$ cat src/rtl/regfile_write_scheduler.sv
// Register-file write-port scheduler: arbitrates NUM_REQ writeback sources onto the
// single write port through a one-cycle output register, and keeps a busy scoreboard
// of destination registers so the issue stage can detect read hazards.
module regfile_write_scheduler #(
    parameter int unsigned NUM_REQ   = 3,
    parameter int unsigned DATA_W    = 16,
    parameter int unsigned ADDR_W    = 4,
    parameter int unsigned FIXED_PRI = 0
) (
    input  logic                        clk,
    input  logic                        rst,
    input  logic [NUM_REQ-1:0]          req_valid,
    input  logic [NUM_REQ*ADDR_W-1:0]   req_reg,
    input  logic [NUM_REQ*DATA_W-1:0]   req_data,
    output logic [NUM_REQ-1:0]          req_ready,
    input  logic                        alloc_valid,
    input  logic [ADDR_W-1:0]           alloc_reg,
    input  logic                        flush,
    input  logic [ADDR_W-1:0]           read_reg1,
    input  logic [ADDR_W-1:0]           read_reg2,
    output logic                        rd1_busy,
    output logic                        rd2_busy,
    output logic [(2**ADDR_W)-1:0]      busy_vec,
    output logic                        ctrl_reg_write,
    output logic [ADDR_W-1:0]           write_reg,
    output logic [DATA_W-1:0]           write_data
);

    localparam int unsigned NumRegs = 2 ** ADDR_W;
    localparam int unsigned PtrW    = (NUM_REQ > 1) ? $clog2(NUM_REQ) : 1;

    // Round-robin search order: offset k from the pointer, wrapping at NUM_REQ.
    function automatic int unsigned search_idx(input int unsigned base, input int unsigned k);
        return (base + k) % NUM_REQ;
    endfunction

    logic [PtrW-1:0]     r_ptr;
    logic [PtrW-1:0]     w_ptr_next;
    logic [NUM_REQ-1:0]  w_grant;
    logic                w_win_valid;
    logic [PtrW-1:0]     w_win_idx;
    logic [ADDR_W-1:0]   w_win_reg;
    logic [DATA_W-1:0]   w_win_data;
    logic [NumRegs-1:0]  r_busy;
    logic [NumRegs-1:0]  w_busy_next;
    logic                r_write_en;
    logic [ADDR_W-1:0]   r_write_reg;
    logic [DATA_W-1:0]   r_write_data;

    // Arbiter: first valid requester from the search base wins; depends only on req_valid.
    always_comb begin
        w_grant     = '0;
        w_win_valid = 1'b0;
        w_win_idx   = '0;
        if (!rst) begin
            for (int k = 0; k < NUM_REQ; k++) begin
                if (!w_win_valid &&
                    req_valid[search_idx((FIXED_PRI != 0) ? 0 : int'(r_ptr), k)]) begin
                    w_win_valid = 1'b1;
                    w_win_idx   = PtrW'(search_idx((FIXED_PRI != 0) ? 0 : int'(r_ptr), k));
                end
            end
            if (w_win_valid) begin
                w_grant[w_win_idx] = 1'b1;
            end
        end
    end

    assign w_win_reg  = req_reg[ADDR_W*w_win_idx +: ADDR_W];
    assign w_win_data = req_data[DATA_W*w_win_idx +: DATA_W];
    assign w_ptr_next = (w_win_idx == PtrW'(NUM_REQ - 1)) ? '0 : w_win_idx + PtrW'(1);

    // Round-robin pointer advances past the winner; holds when nothing is granted.
    always_ff @(posedge clk) begin
        if (rst) begin
            r_ptr <= '0;
        end else if (w_win_valid && (FIXED_PRI == 0)) begin
            r_ptr <= w_ptr_next;
        end
    end

    // Write output register: one-cycle latency; address/data hold when idle.
    always_ff @(posedge clk) begin
        if (rst) begin
            r_write_en   <= 1'b0;
            r_write_reg  <= '0;
            r_write_data <= '0;
        end else begin
            r_write_en <= w_win_valid;
            if (w_win_valid) begin
                r_write_reg  <= w_win_reg;
                r_write_data <= w_win_data;
            end
        end
    end

    // Scoreboard next state: clear on grant, then set on alloc (newer producer wins),
    // flush overrides both.
    always_comb begin
        w_busy_next = r_busy;
        if (w_win_valid) begin
            w_busy_next[w_win_reg] = 1'b0;
        end
        if (alloc_valid) begin
            w_busy_next[alloc_reg] = 1'b1;
        end
        if (flush) begin
            w_busy_next = '0;
        end
    end

    // Scoreboard register.
    always_ff @(posedge clk) begin
        if (rst) begin
            r_busy <= '0;
        end else begin
            r_busy <= w_busy_next;
        end
    end

    assign req_ready      = w_grant;
    assign rd1_busy       = r_busy[read_reg1];
    assign rd2_busy       = r_busy[read_reg2];
    assign busy_vec       = r_busy;
    assign ctrl_reg_write = r_write_en;
    assign write_reg      = r_write_reg;
    assign write_data     = r_write_data;

endmodule

$ cat config.mk
export PLATFORM = sky130hd
export DESIGN_NAME = regfile_write_scheduler
export DESIGN_NICKNAME = d
export VERILOG_FILES = /design/src/rtl/regfile_write_scheduler.sv
export SDC_FILE = /design/constraint.sdc
export NUM_CORES = 1
export LEC_CHECK = 0
export BUFFER_PORTS_ARGS = -buffer_cell sky130_fd_sc_hd__buf_4
export CORE_ASPECT_RATIO = 0.9
export CORE_MARGIN = 3
export CORE_UTILIZATION = 35
export CTS_CLUSTER_DIAMETER = 100
export DETAILED_ROUTE_END_ITERATION = 7
export PLACE_DENSITY = 0.77
export REMOVE_ABC_BUFFERS = 1
export SYNTH_ARGS = -nofsm -noshare
export SYNTH_HDL_FRONTEND = slang
export SYNTH_SLANG_ARGS = --single-unit
$ cat constraint.sdc
create_clock -name clk -period 5.9 [get_ports clk]
set_clock_uncertainty 0.1 [all_clocks]
set_input_delay 1.77 -clock clk [delete_from_list [all_inputs] [get_ports clk]]
set_output_delay 1.77 -clock clk [all_outputs]
set_load 0.01 [all_outputs]
# ---- Word-level counts from Yosys, hierarchy flattened
# Cells that the tools add are included.
dict set report op_classes {
  addsub 3
  n_eq_ne 1
  muxes 33
  n_div 3
  bitwise 3
  n_reduce_logical 8
  magnitude_cmp 11
  n_shift 2
}
# operator n
set ops {}
lappend ops {{$lt A32 B3 Y1 const B} 3}
lappend ops {{$mod A32 B2 Y32 const B} 2}
lappend ops {{$shiftx A48 B7 Y16} 1}
lappend ops {{$mod A2 B2 Y32 const B} 1}
lappend ops {{$mux W16} 2}
lappend ops {{$lt A4 B5 Y1 const B} 4}
lappend ops {{$and A16 B16 Y16} 1}
lappend ops {{$not A16 Y16} 1}
lappend ops {{$or A16 B16 Y16} 1}
lappend ops {{$mux W1} 15}
lappend ops {{$mux W2} 6}
lappend ops {{$shiftx A12 B5 Y4} 1}
lappend ops {{$bmux W1 S4} 2}
lappend ops {{$demux W1 S4} 2}
lappend ops {{$ge A4 B1 Y1 const B} 2}
lappend ops {{$bmux W1 S2} 3}
lappend ops {{$mux W3} 2}
lappend ops {{$logic_and A1 B1 Y1} 5}
lappend ops {{$add A2 B1 Y3 const B} 1}
lappend ops {{$add A2 B2 Y3 const B} 1}
lappend ops {{$lt A2 B3 Y1 const B} 1}
lappend ops {{$add A2 B1 Y2 const B} 1}
lappend ops {{$demux W1 S2} 1}
lappend ops {{$eq A2 B2 Y1 const B} 1}
lappend ops {{3 further kinds} 4}
dict set report totals {
  in_bits 79
  wordCells 69
  ff_bits 39
  output_inout_bits 42
}

# ---- Logic depth before layout (Yosys ltp)
dict set report depth {
  depth_word 24
  mapped_depth 11
  mapped_depth_nobuf 10
}

# ---- Worst setup path before layout
# Ideal clock, no wire load.
dict set report synth_timing {
  kind {in2out}
  from {in req_valid[2]}
  to {out req_ready[0]}
  t_required_ns 4.030
  n_path_buf 1
  arrival_time_ns 3.263
  cell_stages 6
  setup_slack_ns 0.767
  path_cell_list {nor2_1 > maj3_2 > a221oi_4 > nand2_2 > nor3_2 > buf_2}
}
dict set report synth_between {
  elab_chain_cells 18
  elab_cells_between_ends 27
  cone_classes {order compare (2); mux (20); reduce/logical (5)}
}
# item line_no
set synth_rtl {}
lappend synth_rtl {{from (decl)} 12} ;# input logic [NUM_REQ-1:0] req_valid,
lappend synth_rtl {{$bmux W1 S2} 58} ;# req_valid[search_idx((FIXED_PRI != 0) ? 0 : int'(r_ptr), k)]) begin
lappend synth_rtl {{$mux W1} 58}
lappend synth_rtl {{$mux W1} 57} ;# if (!w_win_valid &&
lappend synth_rtl {{$mux W1} 55} ;# if (!rst) begin
lappend synth_rtl {{$logic_not A1 Y1} 57}
lappend synth_rtl {{$logic_and A1 B1 Y1} 57}
lappend synth_rtl {{$mux W1} 57}
lappend synth_rtl {{$mux W1} 55}
lappend synth_rtl {{[... 2 more ...]} -}
lappend synth_rtl {{$mux W2} 57}
lappend synth_rtl {{$mux W2} 55}
lappend synth_rtl {{$lt A2 B3 Y1 (not written as such) / $ge A2 B1 Y1 (equally long branches)} 64} ;# w_grant[w_win_idx] = 1'b1;
lappend synth_rtl {{$logic_and A1 B1 Y1 (not written as such)} 64}
lappend synth_rtl {{$mux W1 (not written as such)} 64}
lappend synth_rtl {{$demux W1 S2} 64}
lappend synth_rtl {{$mux W3 (*)} 63} ;# if (w_win_valid) begin
lappend synth_rtl {{$mux W3 (*)} 55}
lappend synth_rtl {{to (decl)} 15} ;# output logic [NUM_REQ-1:0] req_ready,
# Mark *: on every way between the ends. The rest lies on a longest branch, timed or not. The select of a mux whose other input is x is not followed.

# ---- Worst setup path after layout
# Same ends and word-level chain as after synthesis.

==> impl_metrics.env <==
export IMPL_yosys_warnings=0
export IMPL_pin_count=121
export IMPL_cts_hold_buf=0
export IMPL_cp_data_required_time_ps=4030
export IMPL_cts_buffers=5
export IMPL_crit_path_end_kind="primary output"
export IMPL_drc=0
export IMPL_cts_resized=0
export IMPL_clk_latency_ps=290
export IMPL_tightest_slew_ps=1170
export IMPL_grt_total_usage_pct=20.7
export IMPL_seq_power_share_pct=32.5
export IMPL_viasPerCell=5.70
export IMPL_synth_area_leader_cell="dfxtp_1"
export IMPL_io_buffers=120
export IMPL_antenna_found_initial=0
export IMPL_root_buffer="clkbuf_8"
export IMPL_p_int_mw=0.659
export IMPL_rsz0062_at_grt="false"
export IMPL_grt_pass1_vias=2443
export IMPL_post_cts_setup_buffers=0
export IMPL_drt_iter0_drc=232
export IMPL_fp_row_count=26
export IMPL_tns_ps=0
export IMPL_p_comb_share_pct=46.4
export IMPL_drv_cap=0
export IMPL_placedCellCount=419
export IMPL_synth_area_per_cell_um2=9.67
export IMPL_critPathLaunchType="input port"
export IMPL_wire_per_inst_um=17.7
export IMPL_area_growth_pct=48.7
export IMPL_finalMaxSlewViolations=0
export IMPL_num_nets_final=423
export IMPL_insertedDiodeCount=0
export IMPL_ys_flop_type="dfxtp_1"
export IMPL_initial_utilization_pct=37.3
export IMPL_layout_min_cycle_time_ps=5210
export IMPL_die_x_um=89.5
export IMPL_min_period_over_period_pct=88.3
export IMPL_die_area_um2=7260
export IMPL_grt_max_degree=27
export IMPL_dpl_hpwl_mm=6.00
export IMPL_cts_path_max_buffers=2
export IMPL_netlist_instances=227
export IMPL_critPathMaxFanout=9
export IMPL_antenna_left=0
export IMPL_clock_fmax_ghz=0.192
export IMPL_relSlewSlack_pct=21.5
export IMPL_path_clk_slew_ps=80
export IMPL_grt_overflow_total=0
export IMPL_status="finished clean"
export IMPL_grt_pass1_wl_mm=11.7
export IMPL_gp_congestion=0.827
export IMPL_yosys_register_bits=39
export IMPL_total_power_mw=1.05
export IMPL_p_sw_share_pct=37.4
export IMPL_die_h_um=81.1
export IMPL_core_area_um2=5890
export IMPL_drive_gt1_share_pct=45.2
export IMPL_dp_slack_ps=689
export IMPL_ir_drop_uv=172
export IMPL_hold_viol=0
export IMPL_synth_yosys_seq_area_share_pct=35.6
export IMPL_p_leak_nw=1.39
export IMPL_synth_area_leaders="dfxtp_1, mux4_2, a222oi_1, a21oi_1, nand2_1"
export IMPL_ys_types=56
export IMPL_fin_ws_ps=688
export IMPL_critical_path_class="input port to primary output"
export IMPL_cts_sinks=39
export IMPL_netlist_area_leader_share_pct=35.6
export IMPL_p_per_area_nw_per_um2=323
export IMPL_synth_edff_count=0
export IMPL_report_final_setup_viol=0
export IMPL_instances_no_fill=427
export IMPL_hold_class="flop to flop"
export IMPL_cts_tree="done"
export IMPL_switchingPower_mw=0.395
export IMPL_synthTopCellsByCount="dfxtp_1, nand2_1, a21oi_1"
export IMPL_async_flop_share_pct=0
export IMPL_vias=2432
export IMPL_cp_arrival_ps=3340
export IMPL_syn_area_um2=2200
export IMPL_p_clk_share_pct=21.1
export IMPL_dr_pass1_iters=5
export IMPL_synth_most_common_cell="dfxtp_1"
export IMPL_wirelength_mm=7.58
export IMPL_htree_levels=2
==> worst max-delay path: stages <==
cell and delay [ps]:
buf_4 110, nor2_1 60, maj3_2 340, a221oi_4 390, nand2_2 250, nor3_2 260
buf_4 160
==> metal layers <==
metal / vias to the layer above / global-route usage (%) / share of wire, %
li1: 1147 / - / -
met1: 1141 / 26.3 / 41
met2: 126 / 34.4 / 48
met3: 18 / 5.58 / 9.0
met4: 0 / 6.25 / 1.9
met5: - / 0 / 0
==> power groups by stage <==
stage / clock network, mW / logic [mW] / registers [mW]
2_1_floorplan: 0 / 0.267 / 0.363
3_3_place_gp: 0 / 0.478 / 0.347
3_5_place_dp: 0 / 0.490 / 0.347
4_1_cts: 0.225 / 0.491 / 0.342
5_1_grt: 0.235 / 0.536 / 0.349
6_report: 0.223 / 0.489 / 0.343
==> layout by cell type (no fill, tap or decap), types with 7 or more instances in the layout <==
cell type / Yosys / routed
a21oi_1: 19 / 19
a222oi_1: 11 / 11
a22oi_1: 10 / 10
a32o_1: 7 / 7
buf_4: 1 / 123
dfxtp_1: 39 / 39
inv_1: 7 / 7
mux4_2: 10 / 10
nand2_1: 21 / 21
nand3_1: 11 / 11
nor2_1: 10 / 10
o21ai_0: 7 / 7
==> layout make-up <==
| cell class | instances | area [µm²] |
|---|---|---|
| repair buffers | 123 | 923 |
| inverters | 8 | 30.0 |
| clock inverters | 3 | 43.8 |
| fillers | 547 | 2620 |
| multi-input cells | 165 | 1310 |
| clock buffers | 5 | 68.8 |
| well taps | 84 | 105 |
| flip-flops and latches | 39 | 781 |
==> stage by stage <==
stage	cell area (µm²)	util, %	hold WS (ps)
2_1_floorplan	2120	-	385
3_3_place_gp	3150	53.5	400
3_5_place_dp	3150	53.5	399
4_1_cts	3270	55.5	412
5_1_grt	3270	55.5	449
6_report	3270	55.5	417
==> kinds of logic after synthesis <==
logic type,after synthesis,share of synthesized area (%)
DFF,39,35.6
adders and majority gates,3,1.65
and+or+nand+nor,65,15.8
muxes,10,10.3
buffers and inverters,23,4.62
AOI/OAI and AO/OA,87,32.1
==> worst paths after layout <==
kind / startpoint / end / slack [ps] / cells after the start
setup / recovery: req_valid[2] / req_ready[0] / 690 / 7
hold / removal: write_reg[0]$_SDFFE_PP0P_ / write_reg[0]$_SDFFE_PP0P_ / 420 / 2
setup reg to reg: r_ptr[0]$_SDFFE_PP0P_ / busy_vec[1]$_SDFF_PP0_ / 2670 / 10
hold reg to reg: write_reg[0]$_SDFFE_PP0P_ / write_reg[0]$_SDFFE_PP0P_ / 420 / 2
(Power assumes the default switching activity.)
